<file path="config.mk">
export PLATFORM = sky130hd
export DESIGN_NAME = dmem_arbiter_flat
export DESIGN_NICKNAME = d
export VERILOG_FILES = /design/src/rtl/dmem_arbiter_if.sv /design/src/rtl/dmem_arbiter.sv /design/src/flat_wrapper.sv
export SDC_FILE = /design/constraint.sdc
export NUM_CORES = 1
export LEC_CHECK = 0
export BUFFER_PORTS_ARGS = -buffer_cell sky130_fd_sc_hd__buf_2
export CAP_MARGIN = 20
export CELL_PAD_IN_SITES_DETAIL_PLACEMENT = 1
export CELL_PAD_IN_SITES_GLOBAL_PLACEMENT = 1
export CORE_MARGIN = 3
export CORE_UTILIZATION = 30
export CTS_BUF_LIST = sky130_fd_sc_hd__clkbuf_4 sky130_fd_sc_hd__clkbuf_8
export DETAILED_ROUTE_END_ITERATION = 8
export HOLD_SLACK_MARGIN = 0.08
export MAX_ROUTING_LAYER = met4
export PLACE_DENSITY = 0.86
export SETUP_SLACK_MARGIN = 0.15
export SLEW_MARGIN = 20
export SYNTH_ARGS = -nofsm -noshare
export SYNTH_HDL_FRONTEND = slang
export SYNTH_SLANG_ARGS = --single-unit
</file>
<file path="constraint.sdc">
create_clock -name clk -period 1.4 [get_ports clk]
set_input_delay 0.07 -clock clk [delete_from_list [all_inputs] [get_ports clk]]
set_output_delay 0.07 -clock clk [all_outputs]
set_load 0.01 [all_outputs]
</file>
<file path="src/rtl/dmem_arbiter_if.sv">
// dmem_arbiter_if: bundles the two requester handshakes and the single-port
// data memory connection that the arbiter sits between.
//   slave  : arbiter side (takes requests, drives the memory)
//   master : environment side (requesters plus the memory itself)
interface dmem_arbiter_if #(
    parameter int ADDR_W = 32,
    parameter int DATA_W = 32
);
    logic              req0;
    logic              req1;
    logic              we0;
    logic              we1;
    logic [ADDR_W-1:0] addr0;
    logic [ADDR_W-1:0] addr1;
    logic [DATA_W-1:0] wdata0;
    logic [DATA_W-1:0] wdata1;
    logic              ack0;
    logic              ack1;
    logic [DATA_W-1:0] rdata0;
    logic [DATA_W-1:0] rdata1;
    logic              err0;
    logic              err1;
    logic              mem_read;
    logic              mem_write;
    logic [ADDR_W-1:0] r;
    logic [DATA_W-1:0] rs2;
    logic [DATA_W-1:0] read_data_out;

    modport slave (
        input  req0, req1, we0, we1, addr0, addr1, wdata0, wdata1,
        output ack0, ack1, rdata0, rdata1, err0, err1,
        output mem_read, mem_write, r, rs2,
        input  read_data_out
    );

    modport master (
        output req0, req1, we0, we1, addr0, addr1, wdata0, wdata1,
        input  ack0, ack1, rdata0, rdata1, err0, err1,
        input  mem_read, mem_write, r, rs2,
        output read_data_out
    );
endinterface

</file>
<file path="src/rtl/dmem_arbiter.sv">
// dmem_arbiter: shares one single-port data memory between port 0 (core LSU)
// and port 1 (debug/DMA loader). One access at a time walks IDLE -> ACCESS ->
// ACK; the winner gets a one-cycle ack with its read data.
// Optional feature macro: DMEM_ARB_ALIGN_CHK_EN -- when defined, a winning
// request whose byte address is not word aligned skips the memory access and
// is acked with err set.
module dmem_arbiter #(
    parameter int ADDR_W     = 32,
    parameter int DATA_W     = 32,
    parameter int FIXED_PRIO = 0
) (
    input  logic           clk,
    input  logic           rst,
    dmem_arbiter_if.slave  bus
);

    typedef enum logic [1:0] {
        S_IDLE   = 2'd0,
        S_ACCESS = 2'd1,
        S_ACK    = 2'd2
    } state_t;

    state_t            r_state;
    logic              r_id;
    logic              r_we;
    logic              r_last;
    logic              r_memRead;
    logic              r_memWrite;
    logic              r_ack0;
    logic              r_ack1;
    logic [ADDR_W-1:0] r_addr;
    logic [DATA_W-1:0] r_wdata;
    logic [DATA_W-1:0] r_rdata0;
    logic [DATA_W-1:0] r_rdata1;
`ifdef DMEM_ARB_ALIGN_CHK_EN
    logic              r_err0;
    logic              r_err1;
`endif

    logic              w_anyReq;
    logic              w_grant1;
    logic              w_winWe;
    logic [ADDR_W-1:0] w_winAddr;
    logic [DATA_W-1:0] w_winWdata;
    logic              w_reject;

    // Pick the winner among live requests and select its fields.
    always_comb begin
        w_anyReq = bus.req0 | bus.req1;
        if (FIXED_PRIO != 0) begin
            w_grant1 = bus.req1 & ~bus.req0;
        end else begin
            w_grant1 = bus.req1 & (~bus.req0 | ~r_last);
        end
        w_winWe    = w_grant1 ? bus.we1    : bus.we0;
        w_winAddr  = w_grant1 ? bus.addr1  : bus.addr0;
        w_winWdata = w_grant1 ? bus.wdata1 : bus.wdata0;
`ifdef DMEM_ARB_ALIGN_CHK_EN
        w_reject   = (w_winAddr[1:0] != 2'b00);
`else
        w_reject   = 1'b0;
`endif
    end

    // Access sequencer: latch the winner in IDLE, run one memory cycle, ack.
    always_ff @(posedge clk) begin
        if (rst) begin
            r_state    <= S_IDLE;
            r_id       <= 1'b0;
            r_we       <= 1'b0;
            r_last     <= 1'b1;
            r_memRead  <= 1'b0;
            r_memWrite <= 1'b0;
            r_ack0     <= 1'b0;
            r_ack1     <= 1'b0;
            r_addr     <= '0;
            r_wdata    <= '0;
            r_rdata0   <= '0;
            r_rdata1   <= '0;
`ifdef DMEM_ARB_ALIGN_CHK_EN
            r_err0     <= 1'b0;
            r_err1     <= 1'b0;
`endif
        end else begin
            case (r_state)
                S_IDLE: begin
                    if (w_anyReq) begin
                        r_id    <= w_grant1;
                        r_we    <= w_winWe;
                        r_addr  <= w_winAddr;
                        r_wdata <= w_winWdata;
                        if (w_reject) begin
                            r_state <= S_ACK;
                            r_ack0  <= ~w_grant1;
                            r_ack1  <= w_grant1;
`ifdef DMEM_ARB_ALIGN_CHK_EN
                            r_err0  <= ~w_grant1;
                            r_err1  <= w_grant1;
`endif
                        end else begin
                            r_state    <= S_ACCESS;
                            r_memWrite <= w_winWe;
                            r_memRead  <= ~w_winWe;
                        end
                    end
                end
                S_ACCESS: begin
                    r_memRead  <= 1'b0;
                    r_memWrite <= 1'b0;
                    if (!r_we) begin
                        if (r_id) begin
                            r_rdata1 <= bus.read_data_out;
                        end else begin
                            r_rdata0 <= bus.read_data_out;
                        end
                    end
                    r_ack0  <= ~r_id;
                    r_ack1  <= r_id;
                    r_state <= S_ACK;
                end
                S_ACK: begin
                    r_ack0  <= 1'b0;
                    r_ack1  <= 1'b0;
`ifdef DMEM_ARB_ALIGN_CHK_EN
                    r_err0  <= 1'b0;
                    r_err1  <= 1'b0;
`endif
                    r_last  <= r_id;
                    r_state <= S_IDLE;
                end
                default: begin
                    r_state <= S_IDLE;
                end
            endcase
        end
    end

    // Memory strobes and acks are masked by rst so a reset mid-access can
    // neither commit a write nor show a partial handshake.
    assign bus.mem_read  = r_memRead  & ~rst;
    assign bus.mem_write = r_memWrite & ~rst;
    assign bus.r         = r_addr;
    assign bus.rs2       = r_wdata;
    assign bus.ack0      = r_ack0 & ~rst;
    assign bus.ack1      = r_ack1 & ~rst;
    assign bus.rdata0    = r_rdata0;
    assign bus.rdata1    = r_rdata1;
`ifdef DMEM_ARB_ALIGN_CHK_EN
    assign bus.err0      = r_err0 & ~rst;
    assign bus.err1      = r_err1 & ~rst;
`else
    assign bus.err0      = 1'b0;
    assign bus.err1      = 1'b0;
`endif

endmodule

</file>
<file path="src/flat_wrapper.sv">
// flat-port wrapper written by rule: the top's interface ports become plain ports
module dmem_arbiter_flat 
#(
    parameter int ADDR_W     = 32,
    parameter int DATA_W     = 32,
    parameter int FIXED_PRIO = 0
)
  (clk, rst, bus_req0, bus_req1, bus_we0, bus_we1, bus_addr0, bus_addr1, bus_wdata0, bus_wdata1, bus_ack0, bus_ack1, bus_rdata0, bus_rdata1, bus_err0, bus_err1, bus_mem_read, bus_mem_write, bus_r, bus_rs2, bus_read_data_out);
  dmem_arbiter_if #(.ADDR_W(ADDR_W), .DATA_W(DATA_W)) bus_i ();
  input  logic clk;
  input  logic rst;
  input wire logic [$bits(bus_i.req0)-1:0] bus_req0;
  input wire logic [$bits(bus_i.req1)-1:0] bus_req1;
  input wire logic [$bits(bus_i.we0)-1:0] bus_we0;
  input wire logic [$bits(bus_i.we1)-1:0] bus_we1;
  input wire logic [$bits(bus_i.addr0)-1:0] bus_addr0;
  input wire logic [$bits(bus_i.addr1)-1:0] bus_addr1;
  input wire logic [$bits(bus_i.wdata0)-1:0] bus_wdata0;
  input wire logic [$bits(bus_i.wdata1)-1:0] bus_wdata1;
  output wire logic [$bits(bus_i.ack0)-1:0] bus_ack0;
  output wire logic [$bits(bus_i.ack1)-1:0] bus_ack1;
  output wire logic [$bits(bus_i.rdata0)-1:0] bus_rdata0;
  output wire logic [$bits(bus_i.rdata1)-1:0] bus_rdata1;
  output wire logic [$bits(bus_i.err0)-1:0] bus_err0;
  output wire logic [$bits(bus_i.err1)-1:0] bus_err1;
  output wire logic [$bits(bus_i.mem_read)-1:0] bus_mem_read;
  output wire logic [$bits(bus_i.mem_write)-1:0] bus_mem_write;
  output wire logic [$bits(bus_i.r)-1:0] bus_r;
  output wire logic [$bits(bus_i.rs2)-1:0] bus_rs2;
  input wire logic [$bits(bus_i.read_data_out)-1:0] bus_read_data_out;
  assign bus_i.req0 = bus_req0;
  assign bus_i.req1 = bus_req1;
  assign bus_i.we0 = bus_we0;
  assign bus_i.we1 = bus_we1;
  assign bus_i.addr0 = bus_addr0;
  assign bus_i.addr1 = bus_addr1;
  assign bus_i.wdata0 = bus_wdata0;
  assign bus_i.wdata1 = bus_wdata1;
  assign bus_ack0 = bus_i.ack0;
  assign bus_ack1 = bus_i.ack1;
  assign bus_rdata0 = bus_i.rdata0;
  assign bus_rdata1 = bus_i.rdata1;
  assign bus_err0 = bus_i.err0;
  assign bus_err1 = bus_i.err1;
  assign bus_mem_read = bus_i.mem_read;
  assign bus_mem_write = bus_i.mem_write;
  assign bus_r = bus_i.r;
  assign bus_rs2 = bus_i.rs2;
  assign bus_i.read_data_out = bus_read_data_out;
  dmem_arbiter #(.ADDR_W(ADDR_W), .DATA_W(DATA_W), .FIXED_PRIO(FIXED_PRIO)) u_core (.clk(clk), .rst(rst), .bus(bus_i));
endmodule
</file>
; Word-level counts from Yosys, hierarchy flattened
; Cells that the tools add are included.
[totals]
ff_bits = 137
in_bits = 166
elab_cells = 46
[op_classes]
mux = 11
reduce_logical = 7
bitwise_logic = 13
eq_ne = 3
[op_table]
columns = cell, n
row1 = two-way mux 32 bit, 2
row2 = one-hot mux 1 bit (2 select lines), 4
row3 = NOT 1 bit, 6
row4 = AND reduction 3 bit, 2
row5 = AND 1 bit, 5
row6 = one-hot mux 2 bit (2 select lines), 1
row7 = AND reduction 2 bit, 2
row8 = nonzero test 2 bit, 2
row9 = two-way mux 1 bit, 3
row10 = "== test 2 x 1 -> 1 bit, second input constant", 1
row11 = "== test 2 bit, second input constant", 1
row12 = logical NOT 2 bit, 1
row13 = two-way mux 2 bit, 1
row14 = "!= test 2 x 1 -> 1 bit, second input constant", 1
row15 = OR 1 bit, 2

; Logic depth before layout (Yosys ltp)
; Gate-level depths: netlist (run 1).
[logic_depth]
word_depth = 7
mapped_depth = 8
ltp_nobuf = 5

; Worst setup path after synthesis (run 1)
; OpenSTA, ideal clock, no wires.
[synth_timing]
path_kind = reg2reg
startpoint = register u_core.r_state[0]
endpoint = register u_core.r_addr[22], in the netlist u_core.bus.r[22]
slack_ps = -108
path_stages_with_launch = 8
setup_ps = 87
period_less_slack_ps = 1508
arrival_ps = 1421
path_cell_list = dfxtp_1 -> inv_1 -> ha_1 -> o21a_1 -> buf_2 -> buf_2 -> buf_2 -> a211oi_1
[synth_between]
elab_chain_len = 2
[synth_rtl]
columns = item, line_no
row1 = start: declaration, dmem_arbiter.sv:23  ; state_t r_state;
row2 = start signal: assignment, dmem_arbiter.sv:68  ; r_state <= S_IDLE;
row3 = start signal: assignment, dmem_arbiter.sv:93  ; r_state <= S_ACK;
row4 = start signal: assignment, dmem_arbiter.sv:101  ; r_state <= S_ACCESS;
row5 = logical NOT 2 bit, dmem_arbiter.sv:85  ; case (r_state)
row6 = AND reduction 2 bit (no line), n/a
row7 = end signal: assignment, dmem_arbiter.sv:90  ; r_addr <= w_winAddr;
row8 = end: declaration, dmem_arbiter.sv:31  ; logic [ADDR_W-1:0] r_addr;
; No other way between the ends.
; A chain may end at the register's enable or synchronous reset.

; Worst setup path after layout (run 1)
[layout_timing]
startpoint = register u_core.r_state[1]
endpoint = register u_core.r_addr[10], in the netlist u_core.bus.r[10]
; The elaborated chain is that of the path after synthesis.

==> flow_summary.rst, run 1 <==
.. list-table::
   :header-rows: 1

   * - Metric
     - Value
   * - Routing layer with the top usage in global route
     - met2
   * - Crit path capture type
     - register
   * - Number of synthesized flops with an enable pin
     - 0
   * - Period utilisation layout
     - 1.55
   * - FFs w/ async S/R, synth
     - 0
   * - Wirelength, routed
     - ~62000 µm
   * - Cell area after technology mapping
     - 5690 µm²
   * - Half-perimeter wire length after placement
     - approximately 14000 µm
   * - Worst setup path startpoint
     - u_core.r_state[1]
   * - P_int
     - roughly 0.0098 W
   * - Worst slew margin relative to its limit
     - 0.462
   * - Overflow left after global routing
     - 0
   * - Worst reg2reg path depth
     - 8
   * - Insertion delay to the later sink of the worst-skew pair
     - 480 ps
   * - Initial antenna violation count
     - 9
   * - Worst-case vdd ir drop
     - 1.27 mV
   * - Share of Yosys cell area claimed by the top area cell type
     - 0.482
   * - RSZ-0062 raised after global routing
     - yes
   * - Routing usage on met3
     - 0.109
   * - Power density over the cells
     - 1240 nW/µm²
   * - Fin crit period
     - between 2000 and 2500 ps
   * - Number of DRC violations after detailed-routing iteration 0
     - 1278
   * - Maximum net fanout on the critical path
     - 6
   * - Overall Global Routing Usage
     - 0.350
   * - Count of H-tree levels built during CTS
     - 4
   * - Number of buffers created by CTS
     - 17
   * - Number of I/O pins
     - 300
   * - Setup skew after layout
     - ~28 ps
   * - Cell depth of the worst min-delay path
     - 5
   * - Buffer depth of the longest clock path
     - 2
   * - Clock input transition at the sequential cells of the worst setup and hold paths
     - ~110 ps
   * - Register bit count reported by yosys
     - 137
   * - Worst path arrival time
     - 2480 ps
   * - Most frequent cells after synthesis
     - sky130_fd_sc_hd__dfxtp_1, sky130_fd_sc_hd__nand2_1, sky130_fd_sc_hd__nor2_1
   * - Final WS setup
     - -768 ps
   * - Worst-Margin Slew
     - approximately 800 ps
   * - Sw Share
     - 0.400
   * - Instance area after placement
     - 7800 µm²
   * - Area of the die
     - 20600 µm²
   * - Proportion of layout cells with a drive suffix above 1
     - 0.660
   * - Failing checks
     - negative setup slack
   * - Design Power
     - 0.0164 W
   * - Element type at the critical path start
     - register
   * - Hold Violations, Final
     - 0
   * - Start of the worst register-to-register path
     - u_core.r_state[1]
   * - Area of all placed cells without fillers
     - 13200 µm²
   * - Die H
     - 144 µm
   * - Endpoint of the most critical setup path
     - u_core.bus.r[10]
   * - Sinks on Clock Net
     - around 140
   * - Type of the setup path with the least slack
     - reg2reg
   * - P&R area growth vs syn
     - 132%
   * - Met2 usage in global routing
     - 0.611
   * - Kind of path behind the tightest hold check
     - in2reg
   * - Setup Viol. Count Final
     - 138
   * - Via density
     - 6.64
   * - Register-to-Register Setup Slack
     - -770 ps
   * - Synth area leader
     - sky130_fd_sc_hd__dfxtp_1
   * - Number of distinct library cells after synthesis
     - 29
   * - Max-slew violations
     - 0
   * - Leakage component of the power
     - 5.62 nW
   * - Net count of the finished layout
     - 1323
   * - Total DRC errors in the routed layout
     - 0
   * - Number of cell rows
     - 49
   * - Cells after synthesis
     - 618
   * - Clock Root Buffer
     - sky130_fd_sc_hd__clkbuf_8
   * - Starting density of the core
     - 0.311
   * - Placer's final routability congestion estimate
     - 0.784
   * - Share of synthesized area occupied by flip-flops and latches
     - 0.482
   * - Antenna violation net count after detailed routing
     - 0
   * - Cell with the most instances after synthesis
     - sky130_fd_sc_hd__dfxtp_1
   * - Die extent in x
     - roughly 140 µm
   * - Count of buffers from port buffering
     - 297
   * - Vias in the first global route
     - 8343
   * - Achievable Freq
     - roughly 460 MHz
   * - Total number of yosys warnings
     - 0
   * - Share of power burned in the clock network
     - 0.284
   * - First-pass GRT wire length
     - 51700 µm
   * - Drt first pass iters
     - 8
   * - Predominant post-synthesis flop cell
     - sky130_fd_sc_hd__dfxtp_1
   * - Via total after detailed routing
     - roughly 9.5k
   * - Number of fill cells
     - 1812
   * - Maximum number of pins on one net before global-route repair
     - 42
   * - Run status
     - finished, violations left
   * - Relative contribution of combinational cells to total power
     - 0.416
   * - WP data required
     - 1710 ps
   * - Placeable Area
     - 18300 µm²
   * - Setup TNS
     - -46180 ps
   * - TritonCTS clock tree
     - done
   * - Biggest area contributors in the synthesized netlist
     - sky130_fd_sc_hd__dfxtp_1, sky130_fd_sc_hd__mux2i_1, sky130_fd_sc_hd__a211oi_2, sky130_fd_sc_hd__nand2_1, sky130_fd_sc_hd__a21oi_1
   * - Global Route met1 Usage
     - 0.326
   * - Average footprint of a synthesized cell
     - 9.20 µm²
   * - Reg-to-reg endpoint
     - u_core.bus.r[10]
   * - Register share of total power
     - 0.299
   * - Net switching power
     - 0.00655 W
   * - Total of max-cap violations
     - 0
   * - Final routed wire length divided by cell count
     - 43.3 µm
worst min path at each step:
stage | startpoint | endpoint | slack [ps]
floorplan | rst | bus_mem_write | 190
global placement | bus_read_data_out[22] | u_core.bus.rdata1[22] | 320
detailed placement | bus_read_data_out[18] | u_core.bus.rdata1[18] | 330
CTS | bus_req0 | u_core.r_state[0] | 90
global route | bus_req1 | u_core.r_state[0] | 230
finish | bus_req1 | u_core.r_state[0] | 260
timing repair:
| item | CTS | global route |
|---|---|---|
| gates cloned | 21 | 13 |
| hold buffers | 163 | 0 |
| endpoints found under the hold margin | 137 | 0 |
| pin swaps | 38 | 138 |
| gates resized for setup | 111 | 329 |
| setup buffers | 30 | 22 |
| endpoints found under the setup margin | 134 | 136 |
kinds of logic (layout without fill, tap and decap cells):
family / count (synthesis) / count (layout) / share of synthesized area
mux: 68 / 68 / 0.120
compound gates: 139 / 139 / 0.189
buf+inv: 55 / 601 / 0.0491
other cells: 1 / 45 / 0.000659
flops: 137 / 137 / 0.482
simple gates: 213 / 213 / 0.148
fa+ha+maj: 5 / 5 / 0.0110
critical path, cell delays in order (launching register included):
cell and delay (ps):
sky130_fd_sc_hd__dfxtp_4 410, sky130_fd_sc_hd__inv_6 60, sky130_fd_sc_hd__ha_4 180, sky130_fd_sc_hd__o21a_4 190
sky130_fd_sc_hd__buf_12 170, sky130_fd_sc_hd__buf_8 130, sky130_fd_sc_hd__buf_12 140, sky130_fd_sc_hd__nor2_1 610
sky130_fd_sc_hd__a211oi_2 120
flip-flops by register name (all words and copies together), names as in the netlist, 2 cells and up:
register,flops
u_core.bus.rdata0,32
u_core.bus.r,32
u_core.bus.rs2,32
u_core.r_state,2
u_core.bus.rdata1,32
power groups by stage:
stage	registers (W)	clock network (W)	logic (W)
after floorplan	0.00481	0	0.00164
after global placement	0.00462	0	0.00264
after detailed placement	0.00465	0	0.00274
after CTS	0.00458	0.00425	0.00430
after global routing	0.00488	0.00472	0.00681
final	0.00491	0.00466	0.00683
cell usage in the layout (no fill, tap or decap), types with 23 or more instances in the layout:
cell | synthesis | routed
sky130_fd_sc_hd__buf_2 | 16 | 294
sky130_fd_sc_hd__dlygate4sd3_1 | 0 | 163
sky130_fd_sc_hd__dfxtp_1 | 137 | 134
sky130_fd_sc_hd__nand2_4 | 0 | 67
sky130_fd_sc_hd__a21oi_2 | 0 | 58
sky130_fd_sc_hd__a211oi_2 | 39 | 48
sky130_fd_sc_hd__diode_2 | 0 | 43
sky130_fd_sc_hd__nand2_2 | 0 | 38
sky130_fd_sc_hd__nor2_4 | 0 | 38
sky130_fd_sc_hd__mux2i_1 | 68 | 36
sky130_fd_sc_hd__buf_12 | 0 | 31
sky130_fd_sc_hd__nand2_1 | 129 | 24
sky130_fd_sc_hd__buf_16 | 0 | 23
metrics by stage:
step	hold slack (ps)	cells	util	setup WS [ps]
after floorplan	192	619	-	-1.93
after global placement	324	1113	0.427	5.91
final	259	1437	0.721	-768
after CTS	85.8	1359	0.617	-66.6
after global routing	232	1434	0.721	-773
after detailed placement	331	1113	0.427	-53.7
final cells by class:
cell class | count | area (µm²) | area share
clock inverter | 10 | 211 | 0.0160
sequential | 137 | 2750 | 0.209
inverter | 2 | 15.0 | 0.00114
clock buffer | 22 | 297 | 0.0225
antenna | 43 | 108 | 0.00817
multi-input combinational | 427 | 4440 | 0.337
tap | 229 | 287 | 0.0217
timing repair buffer | 567 | 5060 | 0.384
layer usage:
layer | wire length, µm | share of wire
met5 | 0 | 0
met4 | 8780 | 0.14
met3 | 9000 | 0.14
met2 | 25800 | 0.41
met1 | 18600 | 0.30
(Power assumes the default switching activity.)
==> inputs of run 2 (changes only) <==
--- a/config.mk
+++ b/config.mk
@@ -17,6 +17,7 @@
 export MAX_ROUTING_LAYER = met4
 export PLACE_DENSITY = 0.86
 export SETUP_SLACK_MARGIN = 0.15
+export SKIP_LAST_GASP = 1
 export SLEW_MARGIN = 20
 export SYNTH_ARGS = -nofsm -noshare
 export SYNTH_HDL_FRONTEND = slang
==> constraint.sdc (replaced) <==
create_clock -name clk -period 1.8 [get_ports clk]
set_input_delay 0.09 -clock clk [delete_from_list [all_inputs] [get_ports clk]]
set_output_delay 0.09 -clock clk [all_outputs]
set_load 0.01 [all_outputs]
==> run 2 against run 1 <==
The run now ends clean. Clock skew is 16 ps lower. Clock-buffer cell count is 5 lower. Die area stayed put. Core utilization is 19 points lower. Sequential power is 28% lower. First-iteration DRC count is 74% lower. Largest cell class unchanged.
==> flow_summary.rst, run 2 (same netlist as run 1, synthesis figures left out) <==
.. list-table::
   :header-rows: 1

   * - Metric
     - Value
   * - Run status
     - finished, final reports clean
   * - Critical Path Most Common Cell
     - sky130_fd_sc_hd__buf_12
   * - Setup Viol. Count Final
     - 0 (-100%)
   * - Kind of path behind the tightest hold check
     - in2reg
   * - Achievable Freq
     - 628 MHz (+36%)
   * - Initial antenna violation count
     - 7 (-2)
   * - Total DRC errors in the routed layout
     - 0 (unchanged)
   * - Worst path arrival time
     - 1910 ps (-570 ps)
   * - Clock Root Buffer
     - sky130_fd_sc_hd__clkbuf_8
   * - Max-slew violations
     - 0 (unchanged)
   * - Crit path capture type
     - register
   * - Number of I/O pins
     - 300 (unchanged)
   * - Share of power burned in the clock network
     - 0.341 (+0.057)
   * - Reg-to-reg endpoint
     - u_core.bus.rs2[8]
   * - Sinks on Clock Net
     - 137 (unchanged)
   * - Buffer depth of the longest clock path
     - 2 (unchanged)
   * - Cell Chain, Critical Path
     - a21boi_4 -> buf_12 -> buf_12 -> mux2i_1 -> a211oi_2
   * - Cell depth of the worst min-delay path
     - 3 (-2)
   * - Via density
     - 5.04 (-24%)
   * - Net switching power
     - 0.00286 W (-56%)
   * - Period utilisation layout
     - 0.884 (-0.665)
   * - Number of fill cells
     - 2134 (+18%)
   * - Total of max-cap violations
     - 0 (unchanged)
   * - Start of the worst register-to-register path
     - u_core.r_last
   * - Power density over the cells
     - 936 nW/µm² (-25%)
   * - Placer's final routability congestion estimate
     - 0.811 (+3.5%)
   * - Wirelength, routed
     - 28500 µm (-54%)
   * - Vias in the first global route
     - 7266 (-13%)
   * - RSZ-0062 raised after global routing
     - no
   * - Leakage component of the power
     - 4.36 nW (-22%)
   * - Die extent in x
     - 144 µm (unchanged)
   * - Number of buffers and inverters on the critical path
     - 2 (-2)
   * - Insertion delay to the later sink of the worst-skew pair
     - 450 ps (-30 ps)
   * - Relative contribution of combinational cells to total power
     - 0.271 (-0.145)
   * - Worst Hold Margin
     - 147 ps (-112 ps)
   * - Register share of total power
     - 0.389 (+0.090)
   * - Combined area of the multi-input logic cells
     - 2720 µm² (-39%)
   * - Design Power
     - 0.00913 W (-44%)
   * - First-pass GRT wire length
     - 40700 µm (-21%)
   * - Hold Violations, Final
     - 0 (unchanged)
   * - Sw Share
     - 0.313 (-0.0867)
   * - Overall Global Routing Usage
     - 0.266 (-0.0840)
   * - WP data required
     - 2120 ps (+410 ps)
   * - Number of buffers created by CTS
     - 17 (unchanged)
   * - Fin crit period
     - 1590 ps (-577 ps)
   * - Worst-case vdd ir drop
     - 0.466 mV (-63%)
   * - Type of the setup path with the least slack
     - reg2reg
   * - P&R area growth vs syn
     - 71.4%
   * - Element type at the critical path start
     - register
   * - Most common cell after layout, fill and taps aside
     - sky130_fd_sc_hd__buf_2
   * - Via total after detailed routing
     - 6651 (-30%)
   * - HP Start
     - bus_addr0[28]
   * - Starting density of the core
     - 0.311 (unchanged)
   * - Area of all placed cells without fillers
     - 9750 µm² (-26%)
   * - Cell class contributing the biggest share of worst-path delay
     - buffers and inverters
   * - Slowest stage cell, crit path
     - sky130_fd_sc_hd__dfxtp_1
   * - TritonCTS clock tree
     - done
   * - Instance area after placement
     - 7500 µm² (-3.9%)
   * - Maximum number of pins on one net before global-route repair
     - 71 (+69%)
   * - Area of the die
     - 20600 µm² (unchanged)
   * - Setup skew after layout
     - 11.8 ps (-15.8 ps)
   * - Final routed wire length divided by cell count
     - 21.6 µm (-50%)
   * - Sequential Area
     - 2740 µm² (-0.32%)
   * - Critical path's largest stage delay
     - 340 ps (-270 ps)
   * - Half-perimeter wire length after placement
     - 14700 µm (+2.8%)
   * - Maximum net fanout on the critical path
     - 25 (+19)
   * - Register-to-Register Setup Slack
     - 210 ps (+980 ps)
   * - Overflow left after global routing
     - 0 (unchanged)
   * - Die H
     - 144 µm (unchanged)
   * - Setup TNS
     - 0 ps (+46180 ps)
   * - Count of buffers from port buffering
     - 297 (unchanged)
   * - Count of H-tree levels built during CTS
     - 4 (unchanged)
   * - Number of cell rows
     - 49 (unchanged)
   * - Worst reg2reg path depth
     - 5 (-3)
   * - Most frequent cells in the layout
     - sky130_fd_sc_hd__buf_2, sky130_fd_sc_hd__dlygate4sd3_1, sky130_fd_sc_hd__dfxtp_1, sky130_fd_sc_hd__nand2_1, sky130_fd_sc_hd__nor2_1
   * - Number of DRC violations after detailed-routing iteration 0
     - 329 (-74%)
   * - Drt first pass iters
     - 4 (-4)
   * - Worst-case hold path end point
     - u_core.bus.r[28]
   * - Clock input transition at the sequential cells of the worst setup and hold paths
     - 80 ps (-30 ps)
   * - P_int
     - 0.00627 W (-36%)
   * - Net count of the finished layout
     - 1242 (-6.1%)
   * - Proportion of layout cells with a drive suffix above 1
     - 0.373 (-0.287)
   * - Placeable Area
     - 18300 µm² (unchanged)
   * - Antenna violation net count after detailed routing
     - 0 (unchanged)
[run 2: changes by cell type in the layout (fill, tap and decap cells not counted), sizes merged]
cell         before  now
inv               3    4
clkbuf           32   20
o21a              2    3
diode            43    8
dlygate4sd3     163  161
clkinv            0    3
buf             394  321
[run 2: repair_timing]
action | 4_1_cts | 5_1_grt
cloned | 0 | 4
endpoints found under the setup margin | 4 | 56
hold buffers | 160 | 1
endpoints found under the hold margin | 133 | 1
pin swaps | 0 | 0
resized for setup | 1 | 9
buffers inserted | 0 | 3
[run 2: cell type report]
cell class	instances	share of cell area
Timing Repair Buffer	485	0.358
Sequential cell	137	0.281
Multi-Input combinational cell	428	0.279
Tap cell	229	0.0294
Clock inverter	14	0.0253
Clock buffer	17	0.0240
Antenna cell	8	0.00205
Inverter	2	0.000770
[run 2: metal layers]
layer / global-route usage / vias up / wire [µm]
met5: - / - / 0
met4: 0.200 / 0 / 2170
met3: 0.0666 / 152 / 1450
met2: 0.469 / 313 / 15000
met1: 0.246 / 3154 / 9830
li1: - / 3032 / -
[run 2: worst reg2reg max path, delay by kind of cell (launching register included)]
| family | cells | cell delay [ps] |
|---|---|---|
| AO/OA/AOI/OAI | 2 | 280 |
| buffers and inverters | 2 | 490 |
| flip-flops | 1 | 340 |
| multiplexers | 1 | 350 |
[run 2: per-stage QoR]
step / util / worst slack (ps) / cells
after floorplan: - / 292 / 619
after global placement: 0.410 / 256 / 1113
after detailed placement: 0.410 / 136 / 1113
after CTS: 0.525 / 159 / 1304
after global routing: 0.534 / 146 / 1319
final: 0.534 / 209 / 1320
[run 2: power groups by stage]
stage                     Sequential, W  Combinational [W]  Clock, W
after global placement          0.00356            0.00190         0
after global routing            0.00358            0.00264   0.00330
final                           0.00355            0.00247   0.00311
after detailed placement        0.00358            0.00197         0
after CTS                       0.00351            0.00226   0.00315
after floorplan                 0.00370           0.000975         0
[run 2: worst max path at each step]
| stage | from | endpoint | cells past startpoint |
|---|---|---|---|
| 2_1_floorplan | u_core.r_state[0] | u_core.bus.r[22] | 7 |
| 3_3_place_gp | u_core.r_state[0] | u_core.r_we | 6 |
| 3_5_place_dp | u_core.r_state[0] | u_core.bus.r[6] | 6 |
| 4_1_cts | u_core.r_state[1] | u_core.r_we | 6 |
| 5_1_grt | u_core.r_state[0] | u_core.r_state[0] | 6 |
| 6_report | u_core.r_last | u_core.bus.rs2[8] | 5 |
==> inputs of run 3 (changes only) <==
--- a/config.mk
+++ b/config.mk
@@ -7,7 +7,7 @@
 export LEC_CHECK = 0
 export BUFFER_PORTS_ARGS = -buffer_cell sky130_fd_sc_hd__buf_2
 export CAP_MARGIN = 20
-export CELL_PAD_IN_SITES_DETAIL_PLACEMENT = 1
+export CELL_PAD_IN_SITES_DETAIL_PLACEMENT = 0
 export CELL_PAD_IN_SITES_GLOBAL_PLACEMENT = 1
 export CORE_MARGIN = 3
 export CORE_UTILIZATION = 30
==> run 3 against run 2 <==
Via count is 8.3% lower. Worst hold slack worse by 12 ps. Maximum frequency is 3.9% higher. Worst setup slack better by 60 ps. Core utilization is 1.1 points lower. Clock power is 25% lower. Non-clock buffer count is 1 lower. Flip-flop and latch count stayed put. Critical path type unchanged. Largest power group unchanged. Clock skew is 0.74 ps lower. Clock-buffer cell count is 2 higher. Final area is 2.1% lower. Combinational power is 8.1% lower.
==> flow_summary.rst, run 3 (same netlist as run 1, synthesis figures left out) <==
.. list-table::
   :header-rows: 1

   * - Metric
     - Value
   * - Run status
     - finished, final reports clean
   * - Met3 Routed Length
     - 977 µm (-33%)
   * - Sw Share
     - 0.312 (-0.000981)
   * - Net switching power
     - 0.00253 W (-11%)
   * - Placeable Area
     - 18300 µm² (unchanged)
   * - HP Start
     - bus_req1
   * - Final routed wire length divided by cell count
     - 15.8 µm (-27%)
   * - Overall Global Routing Usage
     - 0.196 (-0.0698)
   * - Via total after detailed routing
     - 6096 (-8.3%)
   * - Total DRC errors in the routed layout
     - 0 (unchanged)
   * - Power density over the cells
     - 849 nW/µm² (-9.3%)
   * - Via density
     - 4.64 (-7.9%)
   * - Cell Chain, Critical Path
     - inv_1 -> ha_2 -> o21a_4 -> buf_12 -> nor2_1 -> a211oi_1
   * - Count of H-tree levels built during CTS
     - 4 (unchanged)
   * - Area of the die
     - 20600 µm² (unchanged)
   * - Overflow left after global routing
     - 0 (unchanged)
   * - Clock input transition at the sequential cells of the worst setup and hold paths
     - 80 ps (about the same)
   * - Critical path's largest stage delay
     - 340 ps (about the same)
   * - Drt first pass iters
     - 4 (unchanged)
   * - Initial antenna violation count
     - 1 (-6)
   * - TritonCTS clock tree
     - done
   * - Instance area after placement
     - 7500 µm² (unchanged)
   * - Setup TNS
     - 0 ps (unchanged)
   * - Start of the worst register-to-register path
     - u_core.r_state[0]
   * - RSZ-0062 raised after global routing
     - yes
   * - P&R area growth vs syn
     - 67.9%
   * - Buffer depth of the longest clock path
     - 2 (unchanged)
   * - Hold Violations, Final
     - 0 (unchanged)
   * - Total of max-cap violations
     - 0 (unchanged)
   * - Type of the setup path with the least slack
     - reg2reg
   * - Slowest stage cell, crit path
     - sky130_fd_sc_hd__dfxtp_1
   * - Cell class contributing the biggest share of worst-path delay
     - compound AO/OA/AOI/OAI gates
   * - WP data required
     - 2140 ps (+20 ps)
   * - Max-slew violations
     - 0 (unchanged)
   * - Cell depth of the worst min-delay path
     - 3 (unchanged)
   * - Relative contribution of combinational cells to total power
     - 0.280 (+0.009)
   * - Worst-case vdd ir drop
     - 0.403 mV (-13%)
   * - Kind of path behind the tightest hold check
     - in2reg
   * - Number of DRC violations after detailed-routing iteration 0
     - 221 (-33%)
   * - Register-to-Register Setup Slack
     - 270 ps (+60 ps)
   * - Setup Viol. Count Final
     - 0 (unchanged)
   * - Stages on the worst setup path
     - 6 (+1)
   * - Leakage component of the power
     - 4.29 nW (-1.6%)
   * - Top layer in use
     - met4
   * - Number of cell rows
     - 49 (unchanged)
   * - Insertion delay to the later sink of the worst-skew pair
     - 440 ps (about the same)
   * - Crit path capture type
     - register
   * - Routed length on met1
     - 8290 µm (-16%)
   * - Element type at the critical path start
     - register
   * - Proportion of layout cells with a drive suffix above 1
     - 0.367 (-0.00554)
   * - Sinks on Clock Net
     - 137 (unchanged)
   * - Most common cell after layout, fill and taps aside
     - sky130_fd_sc_hd__buf_2
   * - Starting density of the core
     - 0.311 (unchanged)
   * - Clock Root Buffer
     - sky130_fd_sc_hd__clkbuf_8
   * - Fin crit period
     - 1530 ps (-60.3 ps)
   * - Area of all placed cells without fillers
     - 9550 µm² (-2.1%)
   * - P_int
     - 0.00558 W (-11%)
   * - First-pass GRT wire length
     - 30800 µm (-24%)
   * - Maximum net fanout on the critical path
     - 29 (+16%)
   * - Die extent in x
     - 144 µm (unchanged)
   * - Placer's final routability congestion estimate
     - 0.811 (unchanged)
   * - Achievable Freq
     - 653 MHz (+3.9%)
   * - Number of buffers and inverters on the critical path
     - 2 (unchanged)
   * - Worst path arrival time
     - 1870 ps (-40 ps)
   * - Maximum number of pins on one net before global-route repair
     - 71 (unchanged)
   * - Setup skew after layout
     - 11.1 ps (-0.741 ps)
   * - Antenna violation net count after detailed routing
     - 0 (unchanged)
   * - Number of I/O pins
     - 300 (unchanged)
   * - Most frequent cells in the layout
     - sky130_fd_sc_hd__buf_2, sky130_fd_sc_hd__dlygate4sd3_1, sky130_fd_sc_hd__dfxtp_1, sky130_fd_sc_hd__nand2_1, sky130_fd_sc_hd__nor2_1
   * - Met2 WL
     - 10400 µm (-31%)
   * - Register share of total power
     - 0.432 (+0.043)
   * - Worst setup path startpoint
     - u_core.r_state[0]
   * - Share of power burned in the clock network
     - 0.287 (-0.054)
   * - Vias in the first global route
     - 6075 (-16%)
   * - Die H
     - 144 µm (unchanged)
   * - Count of buffers from port buffering
     - 297 (unchanged)
   * - Net count of the finished layout
     - 1241 (-0.081%)
   * - Half-perimeter wire length after placement
     - 12700 µm (-14%)
   * - Wirelength, routed
     - 20800 µm (-27%)
   * - Worst reg2reg path depth
     - 6 (+1)
   * - Period utilisation layout
     - 0.851 (-0.0335)
   * - Number of buffers created by CTS
     - 17 (unchanged)
==> run 3: cell count changes in the layout (fill, tap and decap cells not counted), sizes merged <==
cell         before  now
buf             321  320
bufinv            6    1
clkinv            3    9
diode             8    1
dlygate4sd3     161  163
inv               4    2
==> run 3: layer usage <==
layer,up-vias,GRT usage
li1,3019,-
met1,2775,0.209
met2,226,0.334
met3,76,0.0453
met4,0,0.110
met5,-,-
==> run 3: worst paths after layout <==
check	endpoint
worst max register to register	u_core.bus.r[0]
worst max-delay path	u_core.bus.r[0]
worst min-delay path	u_core.bus.r[19]
worst min register to register	u_core.bus.rdata0[18]
==> run 3: final cells by class <==
cell class | instances | area (µm²)
fillers | 1631 | 8720
repair buffers | 484 | 3450
flip-flops and latches | 137 | 2740
multi-input cells | 428 | 2700
well taps | 229 | 287
clock buffers | 19 | 255
clock inverters | 13 | 105
inverters | 2 | 7.51
diodes | 1 | 2.50
==> run 3: timing repair <==
action / CTS / global route
hold buffers: 163 / 0
setup buffers: 0 / 2
gates resized for setup: 1 / 2
gates cloned: 0 / 2
endpoints found under the setup margin: 1 / 35
hold endpoints to repair: 134 / 0
==> run 3: worst reg2reg max path, stage by stage (launching register included) <==
cell	delay [ps]
sky130_fd_sc_hd__dfxtp_1	340
sky130_fd_sc_hd__inv_1	110
sky130_fd_sc_hd__ha_2	250
sky130_fd_sc_hd__o21a_4	240
sky130_fd_sc_hd__buf_12	210
sky130_fd_sc_hd__nor2_1	70
sky130_fd_sc_hd__a211oi_1	220
==> run 3: power groups by stage <==
stage,combinational (W),sequential [W],clock [W]
after floorplan,0.000975,0.00370,0
after global placement,0.00190,0.00356,0
after detailed placement,0.00193,0.00357,0
after CTS,0.00222,0.00350,0.00241
after global routing,0.00248,0.00354,0.00253
final,0.00227,0.00350,0.00233
==> run 3: metrics by stage <==
stage,power [W],setup slack (ps),std cells,hold slack (ps),utilization
after floorplan,0.00468,292,619,226,-
after global placement,0.00546,256,1113,344,0.410
after detailed placement,0.00550,186,1113,349,0.410
after CTS,0.00813,196,1308,89.2,0.520
after global routing,0.00855,142,1313,109,0.523
final,0.00811,269,1313,135,0.523
